### src/rtl/async_rx_bridge.sv
// async_rx_bridge: receives 4-phase return-to-zero bundled-data tokens from an
// asynchronous C-element pipeline, synchronizes the request into clk, and
// queues each word in a first-word fall-through FIFO.
module async_rx_bridge #(
  parameter int WIDTH       = 8,
  parameter int DEPTH       = 4,
  parameter int SYNC_STAGES = 2
) (
  input  logic                       clk,
  input  logic                       rst,
  input  logic                       a_req,
  input  logic [WIDTH-1:0]           a_data,
  output logic                       a_ack,
  output logic                       out_valid,
  output logic [WIDTH-1:0]           out_data,
  input  logic                       out_ready,
  output logic [$clog2(DEPTH):0]     count
);

  localparam int AW = $clog2(DEPTH);
  localparam int CW = AW + 1;
  localparam int FW = $clog2(SYNC_STAGES + 1);

  typedef enum logic [1:0] {
    RESYNC = 2'd0,
    IDLE   = 2'd1,
    HOLD   = 2'd2
  } state_t;

  state_t                  state_q, state_d;
  logic [SYNC_STAGES-1:0]  sync_q, sync_d;
  logic [FW-1:0]           flush_q, flush_d;
  logic                    ack_q, ack_d;
  logic [AW-1:0]           wr_ptr_q, wr_ptr_d;
  logic [AW-1:0]           rd_ptr_q, rd_ptr_d;
  logic [CW-1:0]           count_q, count_d;
  logic [WIDTH-1:0]        mem_q [DEPTH];
  logic [WIDTH-1:0]        mem_d [DEPTH];

  logic req_s;
  logic req_hs;
  logic flushed;
  logic push;
  logic pop;

  // The final synchronizer flop output is req_s. The handshake FSM samples the
  // value entering that final flop, so the FSM state register and the final
  // sync flop capture the same resolved value on the same edge; this puts the
  // write SYNC_STAGES edges after a_req rises.
  assign req_s   = sync_q[SYNC_STAGES-1];
  assign req_hs  = sync_q[SYNC_STAGES-2];
  // Synchronizer flops reset to 0, so a low value is only trusted once the
  // chain has been refilled from a_req after reset.
  assign flushed = (flush_q == FW'(SYNC_STAGES));

  // Synchronizer shift and post-reset flush counter.
  always_comb begin
    sync_d  = {sync_q[SYNC_STAGES-2:0], a_req};
    flush_d = flush_q;
    if (state_q == RESYNC && !flushed) begin
      flush_d = flush_q + FW'(1);
    end
  end

  // Handshake FSM next state, registered acknowledge and FIFO push request.
  always_comb begin
    state_d = state_q;
    ack_d   = 1'b0;
    push    = 1'b0;
    unique case (state_q)
      RESYNC: begin
        // Leave only once the whole chain shows the request low.
        if (flushed && !req_hs && !req_s) begin
          state_d = IDLE;
        end
      end
      IDLE: begin
        // Full test uses the pre-edge count, so a pop at full cannot admit a
        // push on the same edge.
        if (req_hs && (count_q < CW'(DEPTH))) begin
          push    = 1'b1;
          ack_d   = 1'b1;
          state_d = HOLD;
        end
      end
      HOLD: begin
        if (req_hs) begin
          ack_d = 1'b1;
        end else begin
          state_d = IDLE;
        end
      end
      default: state_d = RESYNC;
    endcase
  end

  // FIFO pointer, occupancy and storage update.
  always_comb begin
    pop      = out_ready && (count_q != '0);
    wr_ptr_d = wr_ptr_q;
    rd_ptr_d = rd_ptr_q;
    count_d  = count_q;
    mem_d    = mem_q;
    if (push) begin
      mem_d[wr_ptr_q] = a_data;
      wr_ptr_d        = wr_ptr_q + AW'(1);
    end
    if (pop) begin
      rd_ptr_d = rd_ptr_q + AW'(1);
    end
    if (push && !pop) begin
      count_d = count_q + CW'(1);
    end else if (pop && !push) begin
      count_d = count_q - CW'(1);
    end
  end

  // Control state with asynchronous reset.
  always_ff @(posedge clk or posedge rst) begin
    if (rst) begin
      state_q  <= RESYNC;
      sync_q   <= '0;
      flush_q  <= '0;
      ack_q    <= 1'b0;
      wr_ptr_q <= '0;
      rd_ptr_q <= '0;
      count_q  <= '0;
    end else begin
      state_q  <= state_d;
      sync_q   <= sync_d;
      flush_q  <= flush_d;
      ack_q    <= ack_d;
      wr_ptr_q <= wr_ptr_d;
      rd_ptr_q <= rd_ptr_d;
      count_q  <= count_d;
    end
  end

  // FIFO storage; contents are qualified by count so they need no reset.
  always_ff @(posedge clk) begin
    mem_q <= mem_d;
  end

  assign a_ack     = ack_q;
  assign count     = count_q;
  assign out_valid = (count_q != '0);
  assign out_data  = mem_q[rd_ptr_q];

endmodule

### config.mk
export PLATFORM = sky130hd
export DESIGN_NAME = async_rx_bridge
export DESIGN_NICKNAME = d
export VERILOG_FILES = /design/src/rtl/async_rx_bridge.sv
export SDC_FILE = /design/constraint.sdc
export NUM_CORES = 1
export LEC_CHECK = 0
export CAP_MARGIN = 20
export CORE_MARGIN = 1.5
export CORE_UTILIZATION = 29
export DETAILED_ROUTE_END_ITERATION = 7
export SLEW_MARGIN = 20
export SYNTH_ARGS = -nofsm -noshare
export SYNTH_HDL_FRONTEND = slang
export SYNTH_SLANG_ARGS = --single-unit
### constraint.sdc
create_clock -name clk -period 2.74 [get_ports clk]
set_input_delay 0.411 -clock clk [delete_from_list [all_inputs] [get_ports clk]]
set_output_delay 0.411 -clock clk [all_outputs]
set_load 0.005 [all_outputs]
==> impl_metrics.csv <==
group,metric,value,unit
floorplan,die_height,84.0,um
yosys,yosysSeqAreaShare,68.9,%
yosys,synth_top_area_cell,"edfxtp_1",
layout,nets,159,
layout,nFillCells,584,
run_status,outcome,"finished clean",
global_route,grt_max_degree,15,
setup_path,slowest_stage,"mux4_2",
pwr,p_comb_share,32.6,%
sta,timing.final.crit_share,88.9,%
yosys,synthTopCellsByArea,"edfxtp_1 (50%), dfrtp_1 (18%), mux4_2 (9.5%)",
detailed_routing,vias_per_cell,4.35,
sta,relSlewSlack,64.0,%
setup_path,r2r-end,"count[2]",
cts,post_cts_resized,0,
yosys,syn-instance-count,106,
detailed_routing,vias,927,
global_route,globalRouteTotalUtil,10.1,%
place,routabilityCongestion,0.740,
cts,htree_num_levels,2,
layout,layout-drive-gt1-share,13.2,%
cts,cts_tree,"yes",
setup_path,reg2reg_from,"count[2]",
pwr,p_per_area,930,nW/um^2
pwr,ir_drop,0.000489,V
sta,max_freq,411,MHz
floorplan,num_rows,29,
min_path,hold_class,"primary input to async pin",
yosys,yosys_register_bits,46,
sta,finalHoldViolations,0,
detailed_routing,drt_iter0_markers,59,
flow_run,maxCapViolations,0,
global_route,grt_pass1_vias,1082,
sta,worstMarginPinSlew,0.540,ns
yosys,synthArstFlopShare,30.4,%
floorplan,die_w,84.0,um
detailed_routing,drc,0,
cts,clk_pin_slew,0.08,ns
cts,hold_buffers,0,
pwr,p_int,1570,uW
yosys,syn_area,1900,um^2
pwr,power_frac_clock,22.8,%
sta,tns,0,ns
setup_path,reg2reg_depth,8,
yosys,synth_edf_count,32,
detailed_routing,drtPass1Iterations,4,
global_route,grt-ovfl-total,0,
place,hpwl,2260,um
sta,fin_hold_ws,0.452,ns
floorplan,ios,25,
setup_path,critPathLaunchType,"register",
setup_path,crit_fanout,6,
sta,min_period,2.44,ns
pwr,p_seq_share,44.6,%
cts,clk_latency,0.30,ns
pwr,total_leakage_power,0.000860,uW
detailed_routing,antenna_left,0,
sta,rsz0062_at_grt,"no",
global_route,antenna_found_initial,0,
yosys,synth_top_cell_area_share,50.5,%
pwr,netSwitchingFraction,28.0,%
setup_path,r2r_slack,0.62,ns
detailed_routing,wl_per_cell,15.2,um
place,port_buffers,24,
setup_path,cp_data_arrival_time,2.02,ns
layout,final_common_cell,"edfxtp_1",
layout,final_cell_mix,"edfxtp_1 (32), clkdlybuf4s50_1 (24), dfrtp_1 (14)",
floorplan,fp.coreArea,6350,um^2
pwr,total_power,2180,uW
setup_path,path_cells,"buf_4, mux4_2, clkdlybuf4s50_1",
cts,root_buffer,"clkbuf_8",
detailed_routing,wirelength,3230,um
pwr,power.net_switching,612,uW
cts,cts_buffers,5,
floorplan,dieArea,7060,um^2
sta,clock_skew,0.00843,ns
layout,antenna_cells,0,
sta,slew_viol_final,0,
yosys,syn_area_per_cell,18.0,um^2
setup_path,cpPeakStageDelay,0.52,ns
layout,area_growth,23.2,%
cts,clk_path_buf_depth,2,
yosys,synth_flop_cell,"edfxtp_1",
yosys,syn_nets,130,
cts,cts_sinks,46,
cts,cts_setup_buffers,0,
floorplan,start_util,30.0,%
sta,finalSetupViolations,0,
yosys,ys_types,28,
setup_path,criticalPathCategory,"register to output pin",
setup_path,crit_required,2.33,ns
yosys,yosysWarnings,0,
setup_path,worstSetupEndpointType,"output pin",
global_route,grt_pass1_wl,5410,um
## through the flow
step	cell area [um^2]	util (%)	instances	setup WS [ns]
floorplan	1900	-	106	0.635
finish	2350	36.9	213	0.304
detailed placement	2240	35.2	205	0.590
CTS	2350	36.9	213	0.256
global route	2350	36.9	213	0.199
global placement	2240	35.2	205	0.597
## power by group through the flow
stage	combinational, uW	sequential [uW]	clock (uW)
floorplan	450	929	0
CTS	732	978	515
finish	711	974	497
detailed placement	730	994	0
global route	785	994	548
global placement	704	982	0
## layout make-up
class / instances / area, um^2 / area share [%]
repair buffers: 25 / 248 / 10.6
flip-flops and latches: 46 / 1310 / 55.9
well taps: 77 / 96.3 / 4.11
clock inverters: 2 / 37.5 / 1.60
inverters: 7 / 26.3 / 1.12
clock buffers: 6 / 72.6 / 3.09
multi-input cells: 50 / 554 / 23.6
## synthesized netlist by cell type (all sizes together), types with 2 or more instances
cell    instances
inv             7
mux2            2
xnor2           5
edfxtp         32
and2            4
dfrtp          14
o21ai           2
nand2           3
xor2            2
buf             2
mux4            8
ha             11
## logic make-up after synthesis
kind of cell | synth area share [%]
xor+xnor | 3.22
simple gates | 4.73
flops | 68.9
mux | 11.2
buf+inv | 2.04
fa+ha+maj | 8.28
compound gates | 1.71
## state kept, by name, indices dropped and copies added, names as in the netlist
| name | count |
|---|---|
| wr_ptr_q | 2 |
| count | 3 |
| a_ack | 1 |
| sync_q | 2 |
| state_q | 2 |
| flush_q | 2 |
| rd_ptr_q | 2 |
| mem_q | 32 |
## how the worst max path moves through the flow
stage,start,to,slack (ns),cells after the start
after floorplan,state_q[1],count[2],0.63,10
after global placement,rd_ptr_q[0],out_data[1],0.60,3
after detailed placement,rd_ptr_q[0],out_data[1],0.59,3
after CTS,rd_ptr_q[0],out_data[1],0.26,3
after global routing,rd_ptr_q[0],out_data[1],0.20,3
final,rd_ptr_q[0],out_data[1],0.30,3
## per-layer routing
metal  vias to the layer above  routed length, um  global-route usage (%)
met2                        22               1550                    16.4
met4                         0                 41                    3.58
met1                       456               1470                    12.1
met3                         5                166                    4.06
li1                        444                  -                       -
met5                         -                  0                       0
## critical path, delay by kind of cell (launching register included)
kind     cells  cell delay [ns]
buf+inv      2             0.71
mux          1             0.52
flops        1             0.50
Note: power is estimated with default switching activity, not from simulation.
